**src/rtl/dmc_pkg.sv**
```systemverilog
// Shared types and constants for the data-memory controller.
package dmc_pkg;

  typedef enum logic [1:0] {
    S_IDLE    = 2'd0,
    S_WR_BUS  = 2'd1,
    S_RD_BUS  = 2'd2,
    S_RD_DONE = 2'd3
  } dmc_state_t;

  localparam logic [31:0] READ_ERR_DATA = 32'h0000_0000;
  localparam logic [1:0]  ALIGN_MASK    = 2'b11;

endpackage

```
**src/rtl/M__TimeoutCounter.sv**
```systemverilog
// Loadable up-counter with clear and a terminal-count flag at TERM.
module M__TimeoutCounter #(
  parameter int               WIDTH = 8,
  parameter logic [WIDTH-1:0] TERM  = '1
) (
  input  logic             clock__i,
  input  logic             reset_n__i,
  input  logic             i_clr,
  input  logic             i_load,
  input  logic [WIDTH-1:0] i_load_val,
  input  logic             i_en,
  output logic             o_tc
);

  logic [WIDTH-1:0] r_cnt;

  always_ff @(posedge clock__i) begin
    if (!reset_n__i)  r_cnt <= '0;
    else if (i_clr)   r_cnt <= '0;
    else if (i_load)  r_cnt <= i_load_val;
    else if (i_en)    r_cnt <= r_cnt + WIDTH'(1);
  end

  assign o_tc = (r_cnt == TERM);

endmodule

```
**src/rtl/data_mem_ctrl.sv**
```systemverilog
// MEM-stage data-memory controller: strobes to req/ack bus, stalling reads,
// one-entry posted write buffer, misalign/both-strobe and timeout errors.
module data_mem_ctrl
  import dmc_pkg::*;
#(
  parameter int ADDR_WIDTH     = 32,
  parameter int DATA_WIDTH     = 32,
  parameter int TIMEOUT_CYCLES = 255
) (
  input  logic                  clock__i,
  input  logic                  reset_n__i,
  input  logic [ADDR_WIDTH-1:0] memAddr__i,
  input  logic [DATA_WIDTH-1:0] memDataWrite__i,
  input  logic                  memRead__i,
  input  logic                  memWrite__i,
  output logic [DATA_WIDTH-1:0] memDataRead__o,
  output logic                  memStall__o,
  output logic                  memError__o,
  output logic                  busReq__o,
  output logic                  busWe__o,
  output logic [ADDR_WIDTH-1:0] busAddr__o,
  output logic [DATA_WIDTH-1:0] busWData__o,
  input  logic                  busAck__i,
  input  logic [DATA_WIDTH-1:0] busRData__i
);

  localparam int CNT_W = $clog2(TIMEOUT_CYCLES + 1);

  dmc_state_t            r_state;
  logic                  r_req, r_we, r_err;
  logic [ADDR_WIDTH-1:0] r_addr;
  logic [DATA_WIDTH-1:0] r_wdata, r_rdata;

  logic w_misalign, w_idle, w_in_bus, w_rd_acc, w_wr_acc, w_bad;
  logic w_ack, w_tc, w_tmo, w_stall;

  assign w_misalign = |(memAddr__i[1:0] & ALIGN_MASK);
  assign w_idle     = (r_state == S_IDLE);
  assign w_in_bus   = (r_state == S_RD_BUS) || (r_state == S_WR_BUS);
  assign w_rd_acc   = w_idle & memRead__i & ~memWrite__i & ~w_misalign;
  assign w_wr_acc   = w_idle & memWrite__i & ~memRead__i & ~w_misalign;
  assign w_bad      = w_idle & (memRead__i | memWrite__i) &
                      (w_misalign | (memRead__i & memWrite__i));
  // Ack wins over timeout when both land in the same cycle.
  assign w_ack      = w_in_bus & busAck__i;
  assign w_tmo      = w_in_bus & ~busAck__i & w_tc;

  M__TimeoutCounter #(
    .WIDTH (CNT_W),
    .TERM  (CNT_W'(TIMEOUT_CYCLES))
  ) u_tmo_cnt (
    .clock__i   (clock__i),
    .reset_n__i (reset_n__i),
    .i_clr      (w_ack | w_tmo),
    .i_load     (w_rd_acc | w_wr_acc),
    .i_load_val (CNT_W'(1)),
    .i_en       (w_in_bus),
    .o_tc       (w_tc)
  );

  always_ff @(posedge clock__i) begin
    if (!reset_n__i) begin
      r_state <= S_IDLE;
      r_req   <= 1'b0;
      r_we    <= 1'b0;
      r_addr  <= '0;
      r_wdata <= '0;
      r_rdata <= '0;
      r_err   <= 1'b0;
    end else begin
      r_err <= w_bad | w_tmo;
      case (r_state)
        S_IDLE: begin
          if (w_rd_acc) begin
            r_state <= S_RD_BUS;
            r_req   <= 1'b1;
            r_we    <= 1'b0;
            r_addr  <= {memAddr__i[ADDR_WIDTH-1:2], 2'b00};
          end else if (w_wr_acc) begin
            r_state <= S_WR_BUS;
            r_req   <= 1'b1;
            r_we    <= 1'b1;
            r_addr  <= {memAddr__i[ADDR_WIDTH-1:2], 2'b00};
            r_wdata <= memDataWrite__i;
          end
        end
        S_RD_BUS: begin
          if (w_ack || w_tmo) begin
            r_state <= S_RD_DONE;
            r_req   <= 1'b0;
            r_rdata <= w_ack ? busRData__i : DATA_WIDTH'(READ_ERR_DATA);
          end
        end
        S_WR_BUS: begin
          if (w_ack || w_tmo) begin
            r_state <= S_IDLE;
            r_req   <= 1'b0;
          end
        end
        S_RD_DONE: r_state <= S_IDLE;
        default:   r_state <= S_IDLE;
      endcase
    end
  end

  // Posted writes never stall on acceptance; anything arriving while the
  // buffer drains waits for IDLE.
  always_comb begin
    w_stall = 1'b0;
    case (r_state)
      S_IDLE:   w_stall = w_rd_acc;
      S_RD_BUS: w_stall = 1'b1;
      S_WR_BUS: w_stall = memRead__i | memWrite__i;
      default:  w_stall = 1'b0;
    endcase
  end

  assign memStall__o    = w_stall;
  assign memDataRead__o = r_rdata;
  assign memError__o    = r_err;
  assign busReq__o      = r_req;
  assign busWe__o       = r_we;
  assign busAddr__o     = r_addr;
  assign busWData__o    = r_wdata;

endmodule

```
**config.mk**
```make
export PLATFORM = sky130hd
export DESIGN_NAME = data_mem_ctrl
export DESIGN_NICKNAME = d
export VERILOG_FILES = /design/src/rtl/dmc_pkg.sv /design/src/rtl/M__TimeoutCounter.sv /design/src/rtl/data_mem_ctrl.sv
export SDC_FILE = /design/constraint.sdc
export NUM_CORES = 1
export LEC_CHECK = 0
export CORE_MARGIN = 5
export CORE_UTILIZATION = 39
export DETAILED_ROUTE_END_ITERATION = 10
export HOLD_SLACK_MARGIN = 0.15
export PLACE_DENSITY = 0.79
export REMOVE_ABC_BUFFERS = 1
export SLEW_MARGIN = 0
export SYNTH_ARGS = -nofsm -noshare
export SYNTH_HDL_FRONTEND = slang
export SYNTH_SLANG_ARGS = --single-unit
```
**constraint.sdc**
```tcl
create_clock -name clock__i -period 2.2 [get_ports clock__i]
set_input_delay 0.55 -clock clock__i [delete_from_list [all_inputs] [get_ports clock__i]]
set_output_delay 0.55 -clock clock__i [all_outputs]
set_load 0.005 [all_outputs]
```
==> flow_summary.json <==
{
  "synth_edf_count": 0,
  "slowest_stage": "clkdlybuf4s50_1",
  "antenna_cells": 0,
  "grt_max_degree": 68,
  "cp_max_fo": 3,
  "cts_setup_buffers": 0,
  "die_w_um": 110,
  "drtIter0Drc": 147,
  "cts_tree": "yes",
  "cts_buffers": 9,
  "antenna_found_initial": 0,
  "p_sw_share_pct": 25.2,
  "grt_pass1_vias": 3756,
  "netlist_top_cells_count": "135 x nand2_1, 107 x dfxtp_1, 65 x a21oi_1",
  "finalCriticalPeriod_ns": 2.13,
  "path_cells": "clkdlybuf4s50_1 > nor2_2 > buf_4 > nand2_2 > a31oi_2 > buf_2",
  "min_path_type": "reg2reg",
  "die_area_sq_mm": 0.0120,
  "clock_skew_ns": 0.00820,
  "synth_warnings": 0,
  "syn_inst": 431,
  "ys_types": 36,
  "pwr-share-comb_pct": 20.2,
  "antenna_left": 0,
  "grt_pass1_wl_mm": 17.8,
  "track_usage_pct": 18.9,
  "max-clock-path-buffers": 2,
  "critical_path.max_stage_delay_ns": 0.41,
  "yosys.area.top_type": "dfxtp_1",
  "worst_ep_arrival_time_ns": 1.58,
  "yosys_most_used_dff": "dfxtp_1",
  "io_pins": 201,
  "pre_cts_slack_ns": -0.440,
  "hold_viol": 0,
  "drive_above_1_share_pct": 6.77,
  "synth_most_common_cell": "nand2_1",
  "postSynth.asyncResetShare_pct": 0,
  "wl_mm": 11.7,
  "dr.pass1.iters": 4,
  "dieHeight_um": 110,
  "slew_viol_final": 0,
  "clkPwrFrac_pct": 30.2,
  "vias": 3674,
  "fin_ws_ns": 0.0699,
  "final_util_pct": 64.9,
  "clkTransAtPathRegs_ns": 0.10,
  "area_delta_synth_final_pct": 63.2,
  "path_class": "in2out",
  "power_frac_seq_pct": 49.6,
  "p_per_area_mw_per_mm2": 659,
  "initial_core_util_pct": 39.8,
  "clock-sinks": 107,
  "vdd_ir_drop_max_uv": 318,
  "synth_top_cell_area_share_pct": 55.4,
  "period_share_pct": 96.8,
  "fill_cells": 804,
  "cts-root-buf": "clkbuf_8",
  "drc": 0,
  "clk_latency_ns": 0.37,
  "gp_congestion": 0.900,
  "cp-end-kind": "output port",
  "vias_per_cell": 4.78,
  "dp_hpwl_mm": 8.79,
  "core-area_sq_mm": 0.00973,
  "maxCapViolCount": 0,
  "syn_avg_cell_area_sq_um": 8.98,
  "internal_power_uw": 3110,
  "holdBufCountCts": 0,
  "grt.overflow.total": 0,
  "ys_seq_area_share_pct": 55.4,
  "fmax_mhz": 469,
  "synth_area_sq_mm": 0.00387,
  "crit_path_start_kind": "primary input",
  "synth-seq-cells": 107,
  "port_buffers": 198,
  "p_leak_uw": 0.00228,
  "setup_violations": 0,
  "crit_required_ns": 1.65,
  "routedWlPerCell_um": 15.3,
  "cts_max_level": 3,
  "placementRows": 36,
  "layout.nets": 737,
  "synthTopCellsByArea": "dfxtp_1 55%, nand2_1 13%, a21oi_1 8.4%",
  "outcome": "complete, no violations",
  "p_sw_uw": 1050
}
worst paths after layout:
check	cells past startpoint	end	slack (ns)	from
max	6	memStall__o	0.07	memAddr__i[0]
min reg2reg	2	busAddr__o[25]	0.46	busAddr__o[25]
max reg2reg	7	memDataRead__o[21]	0.20	r_state[0]
min	2	busAddr__o[25]	0.46	busAddr__o[25]
layout by cell type, fill, tap and decap left out, types with 3 or more instances in the layout:
cell type,n
o21ai_0,4
buf_4,11
ha_1,6
clkdlybuf4s50_1,197
inv_1,3
nand2_1,134
xnor2_1,4
clkbuf_8,12
mux2i_1,3
a21oi_1,65
a22o_1,32
buf_12,7
dfxtp_1,107
xor2_1,3
nor2_1,13
state kept, by name (all words and copies together) (netlist names):
register and count:
busAddr__o 30, u_tmo_cnt.r_cnt 8, memDataRead__o 32, busWe__o 1
busReq__o 1, memError__o 1, busWData__o 32, r_state 2
cell families (layout without fill, tap and decap cells):
logic type,Yosys count,after routing,synth area share [%]
and+or+nand+nor,162,162,16.8
AOI/OAI and AO/OA,112,112,19.0
DFF,107,107,55.4
buffers and inverters,33,236,4.36
xor gates and xnor gates,7,7,1.58
adders and majority gates,6,6,1.94
muxes,3,3,0.776
other,1,2,0.0969
per-stage QoR:
| stage | instances | total power (uW) | area (sq um) | hold WS (ns) | setup TNS [ns] |
|---|---|---|---|---|---|
| 6_report | 768 | 4160 | 6310 | 0.458 | 0 |
| 5_1_grt | 768 | 4350 | 6310 | 0.472 | -0.0145 |
| 4_1_cts | 768 | 4190 | 6310 | 0.459 | 0 |
| 3_5_place_dp | 752 | 2960 | 6100 | 0.446 | -0.631 |
| 3_3_place_gp | 752 | 2930 | 6100 | 0.441 | -0.427 |
| 2_1_floorplan | 403 | 2440 | 3720 | 0.453 | -42.50 |
power groups by stage:
stage	sequential [uW]	clock [uW]	combinational, uW
3_5_place_dp	2110	0	846
6_report	2060	1260	839
5_1_grt	2080	1370	911
4_1_cts	2060	1280	846
2_1_floorplan	2110	0	323
3_3_place_gp	2100	0	824
worst max-delay path: cells and delay by family:
kind / cells / cell delay [ns]
AND/OR/NAND/NOR: 2 / 0.21
buffers and inverters: 3 / 0.69
AO/OA/AOI/OAI: 1 / 0.12
layer usage:
metal / track usage [%] / share of wire, %
met4: 7.12 / 1.4
met1: 22.0 / 42
met2: 32.0 / 46
met5: 0 / 0
met3: 6.46 / 10
layout make-up:
cell class | count | area (sq um) | share of cell area, %
Clock buffer | 12 | 165 | 2.62
Clock inverter | 4 | 47.5 | 0.753
Inverter | 4 | 15.0 | 0.238
Multi-Input combinational cell | 292 | 1580 | 25.0
Sequential cell | 107 | 2140 | 33.9
Tap cell | 133 | 166 | 2.64
Timing Repair Buffer | 216 | 2200 | 34.8
timing repair:
item	4_1_cts	5_1_grt
endpoints found under the setup margin	1	1
hold endpoints to repair	0	0
pin swaps	2	0
cloned	0	0
resized for setup	6	1
(Power assumes the default switching activity.)
==> patch: new RTL, config.mk and constraints unchanged <==
Reset style: asynchronous (`reset_n__i`), changed in 2 clocked blocks.
--- a/src/rtl/M__TimeoutCounter.sv
+++ b/src/rtl/M__TimeoutCounter.sv
@@ -14,7 +14,7 @@
 
   logic [WIDTH-1:0] r_cnt;
 
-  always_ff @(posedge clock__i) begin
+  always_ff @(posedge clock__i or negedge reset_n__i) begin
     if (!reset_n__i)  r_cnt <= '0;
     else if (i_clr)   r_cnt <= '0;
     else if (i_load)  r_cnt <= i_load_val;
--- a/src/rtl/data_mem_ctrl.sv
+++ b/src/rtl/data_mem_ctrl.sv
@@ -58,7 +58,7 @@
     .o_tc       (w_tc)
   );
 
-  always_ff @(posedge clock__i) begin
+  always_ff @(posedge clock__i or negedge reset_n__i) begin
     if (!reset_n__i) begin
       r_state <= S_IDLE;
       r_req   <= 1'b0;
Function: differs if reset_n__i is asserted again (counterexample within 4 cycles, from zero or initial values and one cycle with reset_n__i low); with reset_n__i held inactive, the same outputs for 4 cycles.
==> patch against the unedited design <==
  * Sequential cell count unchanged
  * Wire length increased by 3.7%
  * Worst setup slack improved by 0.0055 ns
  * Die area increased by 16%
  * Synthesized area increased by 18%
  * Final area increased by 13%
  * Largest cell class is now registers
Power is not compared: it rests on default switching activity, and its combinational part moved more than twofold at a synthesized area within 25%.
==> patch: results (changes against the unedited design) <==
| Metric | Value |
|---|---|
| Min-Delay Endpoint | `busWe__o$_DFFE_PN0P_ (was busAddr__o[25]$_SDFFE_PN0P_)` |
| Post-synthesis compound-gate area fraction | `10.6% (was 19.0%)` |
| Largest net degree at the start of global routing | `60 (was 68)` |
| Fillers | `898 (was 804)` |
| Skew final | `0.00682 ns (was 0.00820 ns)` |
| Gr usage total | `17.5% (was 18.9%)` |
| Worst hold slack | `0.478 ns (was 0.458 ns)` |
| Post-Synth XOR/XNOR Area | `0.192% (was 1.58%)` |
| Data buffer area share | `31.1% (was 34.8%)` |
| Count of non-CTS inverters in the layout | `5 (was 4)` |
| Routability cong. | `0.785 (was 0.900)` |
| Post-synthesis mux area share | `21.2% (was 0.776%)` |
| Yosys cell types | `40 (was 36)` |
| Syn avg cell area | `15.3 sq um (was 8.98 sq um)` |
| Area taken by flip-flops and latches | `2680 sq um (was 2140 sq um)` |
| Hold path startpoint | `busWe__o$_DFFE_PN0P_ (was busAddr__o[25]$_SDFFE_PN0P_)` |
| WHS Path Cells | `1 (was 2)` |
| Worst-Skew Late Latency | `0.34 ns (was 0.37 ns)` |
| Nets | `621 (was 737)` |
| Pre-antenna DRT Iters | `6 (was 4)` |
| Reg2reg start | `r_state[1]$_DFFE_PN0P_ (was r_state[0]$_SDFFE_PN0P_)` |
| Outcome | `complete, no violations (unchanged)` |
| # placed instances | `645 (was 752)` |
| Top post-synthesis cells by count | `dfrtp_1 (107), mux2_4 (58), a22o_1 (33) (was nand2_1 (135), dfxtp_1 (107), a21oi_1 (65))` |
| Top cells by area, synth | `dfrtp_1 (59%), mux2_4 (19%), a22o_1 (6.3%) (was dfxtp_1 (55%), nand2_1 (13%), a21oi_1 (8.4%))` |
| DR iter-0 viols | `268 (was 147)` |
| First-pass GRT wire length | `19,800 microns (was 17,800 microns)` |
| Reg-to-reg endpoint | `r_state[1]$_DFFE_PN0P_ (was memDataRead__o[21]$_SDFFE_PN0P_)` |
patch: changes by cell type after synthesis, moves of 5 or more:
cell / delta
nand2_1: -128
nor2_1: -8
dfxtp_1: -107
mux2_2: +5
dfrtp_1: +107
a21oi_1: -63
clkbuf_1: -8
mux2_4: +58
patch: routing by layer:
layer / up-vias / GRT usage [%] / part of all wire [%]
li1: 1516 / - / -
met1: 1617 / 21.1 / 41
met2: 126 / 29.5 / 50
met3: 28 / 4.42 / 5.5
met4: 0 / 7.74 / 3.1
met5: - / 0 / 0
patch: repair_timing:
| action | 4_1_cts | 5_1_grt |
|---|---|---|
| setup endpoints to repair | 1 | 2 |
| gates resized for setup | 9 | 2 |
| hold buffers | 1 | 0 |
| pin swaps | 2 | 1 |
| endpoints found under the hold margin | 9 | 0 |
| gates cloned | 0 | 0 |
patch: metrics by stage:
step,util [%],cell area [sq um]
6_report,62.5,7140
5_1_grt,62.5,7140
4_1_cts,62.5,7130
3_5_place_dp,59.8,6830
3_3_place_gp,59.8,6830
2_1_floorplan,-,4430
